--- src/rtl/ibex_fp_pkg.sv ---
// ----------------------------------------------------------------------------
// ibex_fp_pkg
// Shared types and constants for the floating-point issue path.
//   fpu_op_e   : FP operation encoding driven to the combinational datapath
//   fpu_lat_e  : latency class used to pick the multicycle wait per operation
//   fflags_t   : RISC-V accrued exception flags {NV,DZ,OF,UF,NX}
//   DW_ST_*    : bit positions in the DesignWare status word
// Helper functions classify operations for latency, rounding-mode checking
// and flag contribution.
// ----------------------------------------------------------------------------
package ibex_fp_pkg;

    typedef enum logic [4:0] {
        FPU_NOP         = 5'd0,
        FPU_ADD         = 5'd1,
        FPU_SUB         = 5'd2,
        FPU_MUL         = 5'd3,
        FPU_DIV         = 5'd4,
        FPU_SQRT        = 5'd5,
        FPU_MADD        = 5'd6,
        FPU_MSUB        = 5'd7,
        FPU_NMADD       = 5'd8,
        FPU_NMSUB       = 5'd9,
        FPU_INT2FLOAT   = 5'd10,
        FPU_INT2FLOAT_U = 5'd11,
        FPU_FLOAT2INT   = 5'd12,
        FPU_FLOAT2INT_U = 5'd13,
        FPU_CMP         = 5'd14,
        FPU_SGNJ        = 5'd15,
        FPU_SGNJN       = 5'd16,
        FPU_SGNJX       = 5'd17,
        FPU_MOVE_F2I    = 5'd18,
        FPU_MOVE_I2F    = 5'd19,
        FPU_FCLASS      = 5'd20,
        FPU_MIN         = 5'd21,
        FPU_MAX         = 5'd22
    } fpu_op_e;

    typedef enum logic [2:0] {
        LAT_CLS_OTHER = 3'd0,
        LAT_CLS_MUL   = 3'd1,
        LAT_CLS_MAC   = 3'd2,
        LAT_CLS_DIV   = 3'd3,
        LAT_CLS_SQRT  = 3'd4
    } fpu_lat_e;

    typedef struct packed {
        logic nv;
        logic dz;
        logic of;
        logic uf;
        logic nx;
    } fflags_t;

    localparam int DW_ST_INVALID = 2;
    localparam int DW_ST_TINY    = 3;
    localparam int DW_ST_HUGE    = 4;
    localparam int DW_ST_INEXACT = 5;

    // Instruction rm field value meaning "use the CSR frm".
    localparam logic [2:0] RM_DYN = 3'b111;

    function automatic fpu_lat_e fpu_lat_class(input fpu_op_e op);
        fpu_lat_e cls;
        case (op)
            FPU_DIV:  cls = LAT_CLS_DIV;
            FPU_SQRT: cls = LAT_CLS_SQRT;
            FPU_MADD, FPU_MSUB,
            FPU_NMADD, FPU_NMSUB: cls = LAT_CLS_MAC;
            FPU_MUL:  cls = LAT_CLS_MUL;
            default:  cls = LAT_CLS_OTHER;
        endcase
        return cls;
    endfunction

    // Operations whose result depends on rounding, so rm 5..7 is illegal.
    function automatic logic fpu_rm_checked(input fpu_op_e op);
        logic chk;
        case (op)
            FPU_ADD, FPU_SUB, FPU_MUL, FPU_DIV, FPU_SQRT,
            FPU_MADD, FPU_MSUB, FPU_NMADD, FPU_NMSUB,
            FPU_INT2FLOAT, FPU_INT2FLOAT_U,
            FPU_FLOAT2INT, FPU_FLOAT2INT_U: chk = 1'b1;
            default: chk = 1'b0;
        endcase
        return chk;
    endfunction

    // Non-arithmetic operations can only raise invalid.
    function automatic logic fpu_nv_only(input fpu_op_e op);
        logic nv;
        case (op)
            FPU_CMP, FPU_SGNJ, FPU_SGNJN, FPU_SGNJX,
            FPU_MOVE_F2I, FPU_MOVE_I2F, FPU_FCLASS,
            FPU_MIN, FPU_MAX: nv = 1'b1;
            default: nv = 1'b0;
        endcase
        return nv;
    endfunction

endpackage

--- src/rtl/ibex_fpu_fflags.sv ---
// ----------------------------------------------------------------------------
// ibex_fpu_fflags
// Maps the DesignWare status of the executing operation onto RISC-V fflags,
// holds them pending until writeback, then ORs them into the sticky register.
//   clk, rst  : clock, asynchronous active-high reset
//   capture   : sample the flags of the current operation (last EXEC cycle)
//   commit    : writeback handshake, accumulate pending flags
//   clr       : clear the sticky flags (a same-cycle commit still lands)
//   op        : operation held on the datapath
//   rs1, rs2  : operands held on the datapath (for divide-by-zero detection)
//   status    : DesignWare status word of the selected unit
//   fflags    : sticky {NV,DZ,OF,UF,NX}
// ----------------------------------------------------------------------------
module ibex_fpu_fflags
    import ibex_fp_pkg::*;
(
    input  logic        clk,
    input  logic        rst,
    input  logic        capture,
    input  logic        commit,
    input  logic        clr,
    input  fpu_op_e     op,
    input  logic [31:0] rs1,
    input  logic [31:0] rs2,
    input  logic [7:0]  status,
    output logic [4:0]  fflags
);

    fflags_t new_flags;
    fflags_t pending;
    fflags_t sticky;

    logic unused_bits;
    assign unused_bits = ^{status[7:6], status[1:0], rs1[31], rs2[31]};

    // DZ is derived from operands: the DW divider does not report it, and a
    // NaN/Inf or zero dividend must not raise it.
    always_comb begin
        new_flags    = '0;
        new_flags.nv = status[DW_ST_INVALID];
        if (!fpu_nv_only(op)) begin
            new_flags.dz = (op == FPU_DIV) && (rs2[30:0] == '0) &&
                           (rs1[30:23] != 8'hFF) && (rs1[30:0] != '0);
            new_flags.of = status[DW_ST_HUGE];
            new_flags.uf = status[DW_ST_TINY] & status[DW_ST_INEXACT];
            new_flags.nx = status[DW_ST_INEXACT];
        end
    end

    always_ff @(posedge clk or posedge rst) begin
        if (rst) begin
            pending <= '0;
        end else if (capture) begin
            pending <= new_flags;
        end
    end

    always_ff @(posedge clk or posedge rst) begin
        if (rst) begin
            sticky <= '0;
        end else begin
            sticky <= (clr ? fflags_t'('0) : sticky) | (commit ? pending : fflags_t'('0));
        end
    end

    assign fflags = sticky;

endmodule

--- src/rtl/ibex_fpu_issue_ctrl.sv ---
// ----------------------------------------------------------------------------
// ibex_fpu_issue_ctrl
// Issues one FP instruction at a time to the combinational ibex_FPU datapath,
// holds its inputs stable for an op-dependent number of cycles (multicycle
// paths), captures the result and offers it on a single writeback port.
//   clk_i, rst_i                 : clock, asynchronous active-high reset
//   req_*                        : request handshake and instruction fields
//   frm_i                        : CSR rounding mode, used when req_rm_i = 3'b111
//   fpu_*_o                      : registered datapath drive
//   fp_wdata_i .. status_i       : datapath results and DW status
//   wb_*                         : writeback handshake, target and data
//   fflags_o, fflags_clr_i       : sticky exception flags and their clear
//   illegal_o                    : one-cycle pulse for an illegal rounding mode
//   busy_o                       : controller not idle
// Every LAT_* parameter must be at least 1.
// ----------------------------------------------------------------------------
module ibex_fpu_issue_ctrl
    import ibex_fp_pkg::*;
#(
    parameter int unsigned LAT_DIV   = 4,
    parameter int unsigned LAT_SQRT  = 4,
    parameter int unsigned LAT_MAC   = 3,
    parameter int unsigned LAT_MUL   = 2,
    parameter int unsigned LAT_OTHER = 1
) (
    input  logic        clk_i,
    input  logic        rst_i,
    input  logic        req_valid_i,
    output logic        req_ready_o,
    input  fpu_op_e     req_op_i,
    input  logic [2:0]  req_rm_i,
    input  logic [4:0]  req_rd_i,
    input  logic [31:0] req_rs1_i,
    input  logic [31:0] req_rs2_i,
    input  logic [31:0] req_rs3_i,
    input  logic [31:0] req_rs1_int_i,
    input  logic [2:0]  frm_i,
    output fpu_op_e     fpu_op_o,
    output logic [2:0]  fpu_rm_o,
    output logic [4:0]  fpu_rd_o,
    output logic [31:0] fpu_rs1_o,
    output logic [31:0] fpu_rs2_o,
    output logic [31:0] fpu_rs3_o,
    output logic [31:0] fpu_rs1_int_o,
    input  logic [31:0] fp_wdata_i,
    input  logic [31:0] int_wdata_i,
    input  logic        fp_write_i,
    input  logic        int_write_i,
    input  logic [7:0]  status_i,
    output logic        wb_valid_o,
    input  logic        wb_ready_i,
    output logic        wb_is_fp_o,
    output logic [4:0]  wb_rd_o,
    output logic [31:0] wb_data_o,
    output logic [4:0]  fflags_o,
    input  logic        fflags_clr_i,
    output logic        illegal_o,
    output logic        busy_o
);

    typedef enum logic [1:0] {
        IDLE = 2'd0,
        EXEC = 2'd1,
        WB   = 2'd2
    } state_e;

    state_e     state;
    logic [7:0] cnt;
    logic [2:0] rm_resolved;
    logic       rm_illegal;
    logic [7:0] lat_cycles;
    logic       capture;
    logic       commit;

    // The datapath only reports through fp_write_i; int_write_i is its
    // complement for every real op, so it carries no extra information.
    logic unused_int_write;
    assign unused_int_write = int_write_i;

    assign rm_resolved = (req_rm_i == RM_DYN) ? frm_i : req_rm_i;
    assign rm_illegal  = fpu_rm_checked(req_op_i) && (rm_resolved >= 3'd5);

    always_comb begin
        lat_cycles = 8'(LAT_OTHER);
        case (fpu_lat_class(req_op_i))
            LAT_CLS_DIV:  lat_cycles = 8'(LAT_DIV);
            LAT_CLS_SQRT: lat_cycles = 8'(LAT_SQRT);
            LAT_CLS_MAC:  lat_cycles = 8'(LAT_MAC);
            LAT_CLS_MUL:  lat_cycles = 8'(LAT_MUL);
            default:      lat_cycles = 8'(LAT_OTHER);
        endcase
    end

    assign req_ready_o = (state == IDLE);
    assign wb_valid_o  = (state == WB);
    assign busy_o      = (state != IDLE);
    assign capture     = (state == EXEC) && (cnt == 8'd0);
    assign commit      = (state == WB) && wb_ready_i;

    // Datapath drive is only loaded in IDLE, which keeps it frozen from the
    // cycle after accept until the controller leaves WB.
    always_ff @(posedge clk_i or posedge rst_i) begin
        if (rst_i) begin
            state         <= IDLE;
            cnt           <= '0;
            fpu_op_o      <= FPU_NOP;
            fpu_rm_o      <= '0;
            fpu_rd_o      <= '0;
            fpu_rs1_o     <= '0;
            fpu_rs2_o     <= '0;
            fpu_rs3_o     <= '0;
            fpu_rs1_int_o <= '0;
            wb_is_fp_o    <= 1'b0;
            wb_rd_o       <= '0;
            wb_data_o     <= '0;
            illegal_o     <= 1'b0;
        end else begin
            illegal_o <= 1'b0;
            case (state)
                IDLE: begin
                    if (req_valid_i) begin
                        fpu_op_o      <= req_op_i;
                        fpu_rm_o      <= rm_resolved;
                        fpu_rd_o      <= req_rd_i;
                        fpu_rs1_o     <= req_rs1_i;
                        fpu_rs2_o     <= req_rs2_i;
                        fpu_rs3_o     <= req_rs3_i;
                        fpu_rs1_int_o <= req_rs1_int_i;
                        if (rm_illegal) begin
                            illegal_o <= 1'b1;
                        end else if (req_op_i != FPU_NOP) begin
                            state <= EXEC;
                            cnt   <= lat_cycles - 8'd1;
                        end
                    end
                end
                EXEC: begin
                    if (cnt == 8'd0) begin
                        wb_data_o  <= fp_write_i ? fp_wdata_i : int_wdata_i;
                        wb_is_fp_o <= fp_write_i;
                        wb_rd_o    <= fpu_rd_o;
                        state      <= WB;
                    end else begin
                        cnt <= cnt - 8'd1;
                    end
                end
                WB: begin
                    if (wb_ready_i) begin
                        state <= IDLE;
                    end
                end
                default: state <= IDLE;
            endcase
        end
    end

    ibex_fpu_fflags u_fflags (
        .clk     (clk_i),
        .rst     (rst_i),
        .capture (capture),
        .commit  (commit),
        .clr     (fflags_clr_i),
        .op      (fpu_op_o),
        .rs1     (fpu_rs1_o),
        .rs2     (fpu_rs2_o),
        .status  (status_i),
        .fflags  (fflags_o)
    );

endmodule

--- config.mk ---
export PLATFORM = sky130hd
export DESIGN_NAME = ibex_fpu_issue_ctrl
export DESIGN_NICKNAME = d
export VERILOG_FILES = /design/src/rtl/ibex_fp_pkg.sv /design/src/rtl/ibex_fpu_fflags.sv /design/src/rtl/ibex_fpu_issue_ctrl.sv
export SDC_FILE = /design/constraint.sdc
export NUM_CORES = 1
export LEC_CHECK = 0
export CORE_AREA = 2 2 161 163
export CTS_BUF_LIST = sky130_fd_sc_hd__clkbuf_8
export CTS_CLUSTER_SIZE = 20
export DETAILED_ROUTE_END_ITERATION = 8
export DIE_AREA = 0 0 163 165
export PLACE_DENSITY = 0.68
export SLEW_MARGIN = 20
export SYNTH_ARGS = -nofsm -noshare
export SYNTH_HDL_FRONTEND = slang
export SYNTH_HIERARCHICAL = 1
export SYNTH_SLANG_ARGS = --single-unit
--- constraint.sdc ---
create_clock -name clk_i -period 14.6 [get_ports clk_i]
set_input_delay 2.92 -clock clk_i [delete_from_list [all_inputs] [get_ports clk_i]]
set_output_delay 2.92 -clock clk_i [all_outputs]
set_load 0.02 [all_outputs]
==> impl_metrics.csv <==
group,metric,value,unit
status,outcome,"finished, final reports clean",
worst_setup_path,crit_path_end_kind,"output pin",
global_route,first_global_vias,7435,
pwr,seq_power_share,36.9,%
sta,fmax,203,MHz
detailed_routing,routed-via-count,7476,
yosys,synthTopCellsByArea,"dfrtp_1 60%, nand2_1 21%, mux2i_1 4.1%",
yosys,ys_dominant_reg_cell,"dfrtp_1",
yosys,async_reset_ff_share,100,%
sta,relSlewSlack,32.1,%
sta,worst_clock_skew,21.1,ps
layout,drive_above_1_share,3.97,%
yosys,syn_avg_cell_area,9.10,µm²
yosys,synthesis.area,8300,µm²
clocking,cts_inserted_buffers,17,
global_route,grt_pass1_wl,41100,µm
worst_setup_path,crit_buf_inv,1,
detailed_routing,drtPass1Iterations,6,
yosys,postSynthNetCount,1136,
clocking,clock_tree.htree_level_count,4,
worst_setup_path,path_cells,"nor2_1, clkdlybuf4s50_1",
clocking,clock-sinks,200,
yosys,synth_largest_area_cell,"dfrtp_1",
sta,finalHoldViolCount,0,
yosys,synth_seq_cells,200,
layout,antenna_cells,0,
layout,fin_nets,1521,
pwr,pwr-share-comb,48.7,%
global_route,gr_met1_demand_resource,23.8,%
yosys,netlist_top_cells_count,"471 x nand2_1, 200 x dfrtp_1, 35 x clkbuf_1, 35 x o21ai_1, 34 x mux2i_1",
die,die_x,163,µm
worst_setup_path,worst_setup_path_start_kind,"flip-flop",
placed_design,place.port_buffers,405,
sta,worstMarginPinSlew,1020,ps
detailed_routing,route.antenna.remaining_nets,0,
worst_setup_path,worst_path_dominant_cell_family,"buffers and inverters",
pwr,cellPowerDensity,205,nW/µm²
yosys,synth.distinct_cells,47,
pwr,vdd_drop_max,95.4,µV
placed_design,post_dp_cell_area,12600,µm²
pwr,switching_share,41.7,%
layout,layout-area-overhead-vs-synth,57.7,%
worst_setup_path,timing.critical_path.fanout_max,6,
job,max_capacitance_violation_count,0,
sta,final.setup.tns,0,ps
global_route,busiest_layer,"met2",
yosys,part_of_the_yosys_area_used_for_sequential_elements,60.3,%
detailed_routing,total_drc_errors_in_the_routed_layout,0,
clocking,ctsHoldBuffers,0,
die,fp.coreArea,25000,µm²
worst_setup_path,timing.critical_path.required,11680,ps
sta,number_of_max_slew_violations_in_the_final_report,0,
worst_setup_path,cp_slowest_cell,"clkdlybuf4s50_1",
die,i_o_pin_cnt,411,
worst_setup_path,timing_worst_setup_path_type,"flip-flop to output pin",
detailed_routing,routed_wirelength,26800,µm
pwr,power.static_leakage,6.13,nW
clocking,worst_skew_pair.late_latency,470,ps
clocking,cts_max_path_buffers,2,
sta,grt_setup_unrepaired,"no",
pwr,power_report.internal_total,1.56,mW
placed_design,globalplace.congestion,0.789,
clocking,postCtsSetupRepairBufs,0,
sta,final_critical_path_required_period,4920,ps
layout,post-route-cell-area,13100,µm²
clocking,cts.clk_slew.worst_paths,110,ps
yosys,edff_count_synth,0,
clocking,cts_root_buf,"clkbuf_8",
clocking,tritoncts,"yes",
worst_setup_path,worst_ep_arrival_time,2000,ps
pwr,p_clk_share,14.5,%
detailed_routing,route.detailed.vias_per_inst,4.56,
die,die_area,26900,µm²
global_route,groute.layer.met2.usage,34.0,%
yosys,ys_warn_count,6,
sta,hold_slack,485,ps
global_route,grt_max_degree,125,
global_route,global_route.usage.met3,6.83,%
global_route,global_route.usage.total,19.8,%
clocking,postCtsResizedCells,0,
yosys,syn_inst,912,
worst_setup_path,longest_individual_stage_delay_on_the_worst_path,690,ps
pwr,net_switching_power,1.12,mW
global_route,gr-total-overflow,0,
sta,timing.final.setup_violations,0,
die,fp-row-count,58,
global_route,antenna_found_initial,1,
detailed_routing,detail_route.wl_per_cell,16.4,µm
placed_design,dp.final_hpwl,19700,µm
die,initial_core_util,33.1,%
die,dieHeight,165,µm
sta,finalCritPeriodShare,33.7,%
yosys,synth.most_common_cell,"nand2_1",
yosys,top_cell_type_s_share_of_synthesized_area,60.3,%
min_path,worst_hold_path_type,"flip-flop to flip-flop",
detailed_routing,initial_drc_count,370,
logic make-up (layout without fill, tap and decap cells):
group	Yosys count	after routing	share of synthesized area [%]
AND/OR/NAND/NOR	530	530	26.1
flip-flops	200	200	60.3
AO/OA/AOI/OAI	81	81	5.82
buffers and inverters	62	460	2.99
multiplexers	38	38	4.64
adder cells (fa/ha/maj)	1	1	0.151
power groups by stage:
stage / sequential (mW) / combinational [mW] / clock, mW
floorplan: 1.26 / 0.366 / 0
global placement: 0.986 / 1.30 / 0
detailed placement: 0.997 / 1.32 / 0
CTS: 0.988 / 1.32 / 0.404
global route: 1.02 / 1.41 / 0.429
finish: 0.986 / 1.30 / 0.387
stage by stage:
step | util [%] | worst slack, ps | power (mW) | std cells
after floorplan | - | 6510 | 1.62 | 912
after global placement | 50.5 | 9330 | 2.29 | 1608
after detailed placement | 50.5 | 9280 | 2.32 | 1608
after CTS | 52.2 | 9640 | 2.71 | 1640
after global routing | 52.2 | 9590 | 2.86 | 1640
final | 52.2 | 9680 | 2.68 | 1640
registers in the layout, indices dropped and copies added, names as in the netlist, 8 cells and up:
signal,cells
fpu_rs1_int_o,32
fpu_rs1_o,32
fpu_rs2_o,32
fpu_rs3_o,32
wb_data_o,32
cnt,8
metal layers:
| metal | vias to the layer above | share of wire [%] |
|---|---|---|
| met5 | - | 0 |
| met4 | 0 | 1.2 |
| met3 | 26 | 8.2 |
| met2 | 259 | 49 |
| met1 | 3483 | 41 |
| li1 | 3708 | - |
final timing paths:
check,cells after the start,from,slack [ps],endpoint
worst max-delay path,2,state[0],9680,req_ready_o
worst min-delay path,2,fpu_rs1_int_o[0],480,fpu_rs1_int_o[0]
worst max register to register,7,cnt[3],11640,u_fflags/pending[3]
worst min register to register,2,fpu_rs1_int_o[0],480,fpu_rs1_int_o[0]
max in group asynchronous,3,rst_i,10070,wb_data_o[24]
min in group asynchronous,2,rst_i,2860,u_fflags/fflags[2]
area by class of cell:
class                   instances  area [µm²]
inverters                      19        78.8
well taps                     330         413
flip-flops and latches        200        5000
fillers                      2323       12000
clock buffers                  17         234
multi-input cells             650        3060
clock inverters                15         213
repair buffers                409        4080
layout by cell type (no fill, tap or decap), drive strengths merged, types with 2 or more instances in the layout:
master	count
and2	4
a21oi	7
mux2i	34
nand4	5
nor4	18
a22o	3
o221ai	2
o211ai	4
nand3	7
nand3b	3
o21ai	52
dfrtp	200
mux2	4
clkdlybuf4s50	404
nand2	471
clkinv	6
inv	27
or4	2
a211oi	3
nor3	3
clkbuf	17
a32o	2
buf	5
nor2	9
a31oi	2
worst min-delay path, stage by stage, from the launching register on:
cell	delay, ps
dfrtp_1	360
nand2_1	50
nand2_1	50
(Power assumes the default switching activity.)
